--- config.mk ---
export PLATFORM = sky130hd
export DESIGN_NAME = uart_tx_cfg
export DESIGN_NICKNAME = d
export VERILOG_FILES = /design/src/rtl/uart_tx_cfg.sv
export SDC_FILE = /design/constraint.sdc
export NUM_CORES = 1
export LEC_CHECK = 0
export CAP_MARGIN = 20
export CORE_UTILIZATION = 44
export DETAILED_ROUTE_END_ITERATION = 8
export PLACE_DENSITY = 0.7
export SLEW_MARGIN = 10
export SYNTH_ARGS = -nofsm -noshare
export SYNTH_HDL_FRONTEND = slang
export SYNTH_SLANG_ARGS = --single-unit
--- constraint.sdc ---
create_clock -name CLK -period 7.28 [get_ports CLK]
set_clock_uncertainty 0.2 [all_clocks]
set_input_delay 1.82 -clock CLK [delete_from_list [all_inputs] [get_ports CLK]]
set_output_delay 1.82 -clock CLK [all_outputs]
set_load 0.02 [all_outputs]
--- src/rtl/uart_tx_cfg.sv ---
`default_nettype none
// ============================================================================
// Module      : uart_tx_cfg
// Description : Parametrised UART transmitter with an input FIFO. Queued words
//               are sent back-to-back; frame is start, data LSB first,
//               optional parity, then one or two stop bits.
// Revision    : 1.0 - initial release
// ============================================================================
module uart_tx_cfg #(
    parameter int CLK_HZ     = 50_000_000,
    parameter int BAUD       = 9600,
    parameter int DATA_BITS  = 8,
    parameter int PARITY     = 0,
    parameter int STOP_BITS  = 1,
    parameter int FIFO_DEPTH = 4
) (
    input  logic                 CLK,
    input  logic                 RST,
    input  logic                 START,
    input  logic [DATA_BITS-1:0] DATA,
    output logic                 FULL,
    output logic                 BUSY,
    output logic                 DONE,
    output logic                 OVERRUN,
    output logic                 TX_LINE
);

    // Bit period in clock cycles, rounded to nearest.
    localparam int DIV = (CLK_HZ + BAUD / 2) / BAUD;
    localparam int CW  = (DIV > 1) ? $clog2(DIV) : 1;
    localparam int AW  = $clog2(FIFO_DEPTH);
    localparam int NW  = AW + 1;

    localparam logic [CW-1:0] c_DIV_LAST  = CW'(DIV - 1);
    localparam logic [3:0]    c_DATA_LAST = 4'(DATA_BITS - 1);
    localparam logic [3:0]    c_STOP_LAST = 4'(STOP_BITS - 1);
    localparam logic [NW-1:0] c_DEPTH     = NW'(FIFO_DEPTH);

    typedef enum logic [2:0] {
        S_IDLE  = 3'd0,
        S_START = 3'd1,
        S_DATA  = 3'd2,
        S_PAR   = 3'd3,
        S_STOP  = 3'd4
    } state_t;

    // ------------------------------------------------------------------
    // FIFO storage and control
    // ------------------------------------------------------------------
    logic [DATA_BITS-1:0] r_mem [FIFO_DEPTH];
    logic [AW-1:0]        r_wr_ptr;
    logic [AW-1:0]        r_rd_ptr;
    logic [NW-1:0]        r_count;

    logic                 w_full;
    logic                 w_empty;
    logic                 w_push;
    logic                 w_pop;
    logic [DATA_BITS-1:0] w_head;
    logic                 w_par_bit;

    // Full is taken from the registered count, so a push while full is
    // rejected even when a pop happens on the same edge.
    assign w_full    = (r_count == c_DEPTH);
    assign w_empty   = (r_count == '0);
    assign w_push    = START & ~w_full;
    assign w_head    = r_mem[r_rd_ptr];
    assign w_par_bit = (PARITY == 1) ? ~(^w_head) : (^w_head);

    // Write side of the circular buffer; storage needs no reset.
    always_ff @(posedge CLK) begin
        if (w_push) begin
            r_mem[r_wr_ptr] <= DATA;
        end
    end

    // Pointers, occupancy count and overrun flag.
    always_ff @(posedge CLK) begin
        if (RST) begin
            r_wr_ptr <= '0;
            r_rd_ptr <= '0;
            r_count  <= '0;
            OVERRUN  <= 1'b0;
        end else begin
            OVERRUN <= START & w_full;
            if (w_push) begin
                r_wr_ptr <= r_wr_ptr + AW'(1);
            end
            if (w_pop) begin
                r_rd_ptr <= r_rd_ptr + AW'(1);
            end
            case ({w_push, w_pop})
                2'b10:   r_count <= r_count + NW'(1);
                2'b01:   r_count <= r_count - NW'(1);
                default: r_count <= r_count;
            endcase
        end
    end

    // ------------------------------------------------------------------
    // Transmit FSM
    // ------------------------------------------------------------------
    state_t               r_state;
    state_t               w_state_nxt;
    logic [CW-1:0]        r_cnt;
    logic [3:0]           r_idx;
    logic [3:0]           w_idx_nxt;
    logic [DATA_BITS-1:0] r_shift;
    logic                 r_par;
    logic                 w_shift_en;
    logic                 w_tx_nxt;
    logic                 w_done_nxt;
    logic                 w_wrap;

    // Every bit boundary falls on the wrap of the cycle counter.
    assign w_wrap = (r_cnt == c_DIV_LAST);

    // Next-state, line value, pop and completion decode.
    always_comb begin
        w_state_nxt = r_state;
        w_idx_nxt   = r_idx;
        w_tx_nxt    = TX_LINE;
        w_done_nxt  = 1'b0;
        w_pop       = 1'b0;
        w_shift_en  = 1'b0;
        case (r_state)
            S_IDLE: begin
                if (!w_empty) begin
                    w_pop       = 1'b1;
                    w_tx_nxt    = 1'b0;
                    w_state_nxt = S_START;
                end
            end
            S_START: begin
                if (w_wrap) begin
                    w_state_nxt = S_DATA;
                    w_tx_nxt    = r_shift[0];
                    w_idx_nxt   = 4'd0;
                end
            end
            S_DATA: begin
                if (w_wrap) begin
                    if (r_idx == c_DATA_LAST) begin
                        w_idx_nxt = 4'd0;
                        if (PARITY != 0) begin
                            w_state_nxt = S_PAR;
                            w_tx_nxt    = r_par;
                        end else begin
                            w_state_nxt = S_STOP;
                            w_tx_nxt    = 1'b1;
                        end
                    end else begin
                        w_idx_nxt  = r_idx + 4'd1;
                        w_shift_en = 1'b1;
                        w_tx_nxt   = r_shift[1];
                    end
                end
            end
            S_PAR: begin
                if (w_wrap) begin
                    w_state_nxt = S_STOP;
                    w_tx_nxt    = 1'b1;
                    w_idx_nxt   = 4'd0;
                end
            end
            S_STOP: begin
                if (w_wrap) begin
                    if (r_idx == c_STOP_LAST) begin
                        w_done_nxt = 1'b1;
                        w_idx_nxt  = 4'd0;
                        // Chain straight into the next start bit when work is queued.
                        if (!w_empty) begin
                            w_pop       = 1'b1;
                            w_tx_nxt    = 1'b0;
                            w_state_nxt = S_START;
                        end else begin
                            w_tx_nxt    = 1'b1;
                            w_state_nxt = S_IDLE;
                        end
                    end else begin
                        w_idx_nxt = r_idx + 4'd1;
                    end
                end
            end
            default: begin
                w_state_nxt = S_IDLE;
                w_tx_nxt    = 1'b1;
            end
        endcase
    end

    // FSM state, bit timing, shift register and registered outputs.
    always_ff @(posedge CLK) begin
        if (RST) begin
            r_state <= S_IDLE;
            r_cnt   <= '0;
            r_idx   <= 4'd0;
            r_shift <= '0;
            r_par   <= 1'b0;
            TX_LINE <= 1'b1;
            DONE    <= 1'b0;
        end else begin
            r_state <= w_state_nxt;
            r_idx   <= w_idx_nxt;
            TX_LINE <= w_tx_nxt;
            DONE    <= w_done_nxt;
            if ((r_state == S_IDLE) || w_wrap) begin
                r_cnt <= '0;
            end else begin
                r_cnt <= r_cnt + CW'(1);
            end
            // Capture at pop so the FIFO slot frees immediately.
            if (w_pop) begin
                r_shift <= w_head;
                r_par   <= w_par_bit;
            end else if (w_shift_en) begin
                r_shift <= r_shift >> 1;
            end
        end
    end

    assign FULL = w_full;
    assign BUSY = (r_state != S_IDLE) | ~w_empty;

endmodule
`default_nettype wire
==> results of run 1 <==
==> cell usage after synthesis, types with 6 or more instances <==
library cell  count
dfxtp_1          40
edfxtp_1         32
nor2_1           27
nand2_1          19
inv_1            15
a21oi_1          14
o21ai_0          11
and3_1            9
or3_1             9
ha_1              8
mux4_2            8
nand3_1           8
xor2_1            8
a211oi_1          7
clkbuf_1          7
mux2i_1           7
nor3_1            6
==> worst max path at each step <==
stage / start / to / slack (ps) / depth (start not counted)
after floorplan: START / r_count[2] / 3800 / 8
after global placement: START / r_count[2] / 3250 / 9
after detailed placement: START / r_count[2] / 3180 / 9
after CTS: r_count[0] / BUSY / 3380 / 3
after global routing: r_count[0] / BUSY / 3240 / 3
final: r_count[0] / BUSY / 3380 / 3
==> worst max-delay path, cell delays in order (launching register included) <==
cell and delay [ps]:
dfxtp_1 330, nor3_1 460, nand2_1 160, clkdlybuf4s50_1 580
==> power by group <==
group | switching [mW] | internal (mW)
sequential | 0.0533 | 0.491
combinational | 0.185 | 0.158
clock | 0.156 | 0.161
==> per-stage QoR <==
step	setup slack (ps)	std cells	utilization (%)
CTS	3380	388	52.0
global placement	3250	372	49.0
detailed placement	3180	372	49.0
global route	3240	388	52.0
floorplan	3800	269	-
finish	3380	388	52.0
==> registers in the layout (all words and copies together) (netlist names), named ones only <==
| register | count |
|---|---|
| r_idx | 4 |
| OVERRUN | 1 |
| r_cnt | 13 |
| r_shift | 8 |
| TX_LINE | 1 |
| r_state | 3 |
| r_rd_ptr | 2 |
| r_wr_ptr | 2 |
| r_mem | 32 |
| DONE | 1 |
| r_count | 3 |
==> cell families (layout without fill, tap and decap cells) <==
group           after synthesis  in the layout
xor+xnor                     11             11
compound gates               38             38
mux                          16             16
flops                        72             72
fa+ha+maj                     9              9
simple gates                 99             99
buf+inv                      24             47
==> cells in the final DEF, fill, tap and decap left out, types with 2 or more instances in the layout <==
cell type	n
o21ai_0	11
clkinv_4	3
mux2i_1	7
or3_1	9
clkbuf_8	9
xnor2_1	3
nand2_1	19
nand3_1	8
mux4_2	8
xor2_1	8
nand2b_1	2
edfxtp_1	32
inv_1	15
dfxtp_1	40
nand4_1	4
inv_6	2
nor2_1	27
clkdlybuf4s50_1	15
and2_1	2
nor3_1	6
ha_1	8
and3_1	9
a211oi_1	7
or4b_1	2
a21oi_1	14
==> area by class of cell <==
cell class / count / area (µm²)
well taps: 96 / 120
multi-input cells: 173 / 1230
clock buffers: 9 / 124
inverters: 15 / 56.3
fillers: 589 / 3260
flip-flops and latches: 72 / 1760
repair buffers: 16 / 158
clock inverters: 7 / 78.8
==> routing by layer <==
layer / routed length (µm) / vias up
met2: 2470 / 30
met1: 2390 / 921
met4: 87 / 0
met5: 0 / -
li1: - / 1017
met3: 202 / 8
==> run metrics, run 1 <==
status finished, final reports clean; post-route ant nets 0; die area 7350 µm²; Synth Cell Area 3080 µm²; RSZ-0062 raised after global routing no; global-route wire length before repair 8800 µm; vias in the first global route 1855; Tmin final 3900 ps; Worst R2R Path Depth 11; register area share after synthesis 57.1%; Final Hold Vio Count 0; Cells after Synth 269; Worst Hold Class flip-flop to flip-flop; fmax 256 MHz; Synth Flop Type dfxtp_1; top cells by area, synth edfxtp_1, dfxtp_1, mux4_2; # setup viols final 0; Skew-Pair Late Insertion Delay 360 ps; slew margin rel. 35.0%; GRT busiest layer met2; Row Count 30; initial DRC count 82; post-synthesis mux area share 8.48%; DP HPWL 3500 µm; Hold-fix buffers, CTS 0; Post-synth EDFFs 32; diode count 0; Worst setup EP type primary output; CTS Buffer Depth 2; nets about 310; crit path kind flip-flop to primary output; maximum VDD drop around 0.00017 V; largest family of logic cells by synthesized area simple AND/OR/NAND/NOR gates; Final Cycle Share 53.6%; area grow syn2layout 14.4%; setup TNS 0 ps; post-synthesis register bit count 72; Total GRT Usage about 16%; CP Max Fanout 4; Core ar. 6790 µm²; via count 1976; clk root buf clkbuf_8; syn nets 289; Startpoint Class flip-flop; routed wire length 5150 µm; Hold WS 267 ps; Die H 85.7 µm; Max Cap Viol 0; xor/xnor share of the synthesized area 3.12%; worst hold stages 1; total grt overflow 0; post-synth top area cell edfxtp_1; Routed WL per cell around 13 µm; Pwr Total 1.20 mW; dpl cell area 3330 µm²; Post-Synth Adder-Cell Area roughly 3.9%; Worst Tran Pin Value 971 ps; hold path start r_cnt[0]; GR Layer Usage met1 19.4%; leakage 1.20 nW; post-synthesis simple-gate area fraction 16.9%; power per cell area 341 nW/µm²; CTS Buf Count 9; CTS tree done; Synth Area in Compound Gates 7.51%; Mapped Avg Cell Area about 11 µm²; PortBufs 15; Initial Util a little under half; GRT met2 Usage 25.9%; reg-to-reg critical path endpoint r_count[2]; post-CTS sizing 0; share of the synthesized area in the top cell type 31.2%; Top Ports 16; Placer Congestion 0.784; Residual DRC 0; initial antenna violation count 0; worst hold endpoint r_cnt[0]; synth warn 0; CP arrival 1880 ps; CTS clk-pin slew, worst paths 70 ps; R2R Setup Slk slightly above 4000 ps; grt met3 use approximately 6.4%; layout cells sized above 1 10.6%; CTS sink cnt just over 70; H-tree levels 3; postcts setup bufs 0; largest net degree at the start of global routing 27; vias per inst about 5.1; chip width 85.7 µm; required time worst endpoint about 5300 ps; fin. max-slew vios 0; ys async rst share 0%; DRT Pass-1 Iters 4; Reg-to-Reg Start r_cnt[2]; post-route cell area 3530 µm²; Netlist cell types 43
(Power assumes the default switching activity.)
==> run 2, diff against run 1 <==
- PLACE_DENSITY: 0.7 -> 0.72
- clock period: 7.28 -> 3.37 ns (I/O delays scaled with it)
==> run 2 against run 1 <==
Clock power increased by 110%; combinational power increased by 120%; sequential power is 120% higher; final area is essentially flat; global-route usage up 0.40 points; die area unchanged; critical path type unchanged.
==> run metrics, run 2 (same netlist as run 1, synthesis figures left out) <==
status finished, final reports clean; post-route ant nets 0 (unchanged); Final Hold Vio Count 0 (unchanged); largest registers r_mem: 32 flops, r_cnt: 13 flops, r_shift: 8 flops; Top Ports 16 (unchanged); CTS Buffer Depth 2 (unchanged); dpl ws 271 ps (-2910 ps); vias in the first global route 1937 (+4.4%); Hold WS 269 ps (+2.39 ps); post-CTS sizing 0 (unchanged); Row Count 30 (unchanged); Largest stage delay, worst path 580 ps (about the same); postcts setup bufs 0 (unchanged); Worst R2R Path Depth 10 (-1); Residual DRC 0 (unchanged); max reg flops 32 (unchanged); required time worst endpoint 2330 ps (-2930 ps); maximum VDD drop 0.000487 V (+180%); CP Depth 3 (unchanged); power per cell area 729 nW/µm² (+110%); Placer Congestion 0.787 (+0.36%); Initial Util 45.4% (unchanged); Total GRT Usage 16.5% (+0.40 points); most frequent cells in the layout dfxtp_1, edfxtp_1, nor2_1; Die H 85.7 µm (unchanged); CP Cell Sequence nor3_1 > nand2_1 > clkdlybuf4s50_1; CP Max Fanout 4 (unchanged); leakage 1.20 nW (about the same); crit path buf inv count 1 (unchanged); Critical Path End BUSY; initial antenna violation count 0 (unchanged); fin. max-slew vios 0 (unchanged); Top delay family on crit path simple AND/OR/NAND/NOR gates; Routed WL per cell 13.5 µm (+1.5%); initial DRC count 80 (-2.4%); total grt overflow 0 (unchanged); Max Cap Viol 0 (unchanged); routed wire length 5240 µm (+1.8%); placed cell count 373 (+0.27%); H-tree levels 3 (unchanged); Pwr Total 2.57 mW (+110%); DP HPWL 3610 µm (+3.2%); fmax about 330 MHz; die area 7350 µm² (unchanged); post-route cell area 3530 µm² (about the same); # setup viols final 0 (unchanged); largest register by flop count r_mem; global-route wire length before repair 9070 µm (+3.0%); Skew-Pair Late Insertion Delay 360 ps (about the same); CTS tree done; chip width 85.7 µm (unchanged); Hold-fix buffers, CTS 0 (unchanged); Final Util 51.9% (about the same); layout cells sized above 1 10.9% (+0.31 points); CTS clk-pin slew, worst paths 80 ps (about the same); crit path kind flip-flop to primary output; CTS sink cnt 72 (unchanged); R2R Setup Slk 380 ps (-3660 ps); largest net degree at the start of global routing 21 (-22%); CP arrival 1950 ps (+70 ps); dpl cell area 3330 µm² (+0.23%); CTS Buf Count 9 (unchanged); Worst Hold Class flip-flop to flip-flop; DRT Pass-1 Iters 4 (unchanged); Core ar. 6790 µm² (unchanged); Startpoint Class flip-flop; reg-to-reg critical path endpoint r_count[2]; filler cell count 607 (+3.1%); nets 308 (+0.33%); setup TNS 0 ps (unchanged); area grow syn2layout 14.4% (about the same); Slowest cell on crit path clkdlybuf4s50_1; Final Instance Count excl. Fillers 389 (+0.26%); Reg-to-Reg Start r_cnt[2]; via count 1983 (+0.35%); clk root buf clkbuf_8; Worst setup EP type primary output; diode count 0 (unchanged); vias per inst 5.10 (about the same); commonest non-fill, non-tap cell in the layout dfxtp_1; final worst setup slack 375 ps (-3000 ps); slew margin rel. 61.2% (+26 points); Worst Setup SP r_count[0]; Worst Tran Pin Value 578 ps (-394 ps); PortBufs 15 (unchanged); RSZ-0062 raised after global routing no; Final Cycle Share 88.9%; Tmin final between 2000 and 3000 ps
run 2: changes by cell type in the layout (fill, tap and decap cells not counted), sizes merged:
cell and delta:
buf +1, clkinv -3, inv +4, bufinv -1
run 2: cell type report:
| class | count | area (µm²) | share of cell area, % |
|---|---|---|---|
| flip-flops and latches | 72 | 1760 | 49.9 |
| multi-input cells | 173 | 1230 | 34.9 |
| repair buffers | 17 | 165 | 4.68 |
| clock buffers | 9 | 124 | 3.51 |
| well taps | 96 | 120 | 3.41 |
| clock inverters | 7 | 68.8 | 1.95 |
| inverters | 15 | 56.3 | 1.60 |
run 2: worst min path at each step:
stage	to	cells past startpoint	from	slack, ps
6_report	r_cnt[0]	1	r_cnt[0]	270
2_1_floorplan	r_cnt[0]	1	r_cnt[0]	230
3_3_place_gp	r_cnt[0]	1	r_cnt[0]	250
3_5_place_dp	r_cnt[0]	1	r_cnt[0]	260
4_1_cts	r_cnt[0]	1	r_cnt[0]	280
5_1_grt	r_shift[7]	2	r_shift[7]	320
run 2: layer usage:
layer	part of all wire [%]	GRT usage [%]	vias to the layer above	wire, µm
met5	0	0	-	0
met4	2.4	6.82	0	126
met3	4.2	6.83	15	219
met2	47	26.9	33	2460
met1	47	19.2	918	2440
li1	-	-	1017	-
run 2: power by group:
group	leakage [nW]	internal, mW	total (mW)	switching (mW)
clock network	0.0988	0.289	0.652	0.364
registers	0.620	1.06	1.17	0.115
logic	0.478	0.342	0.744	0.402
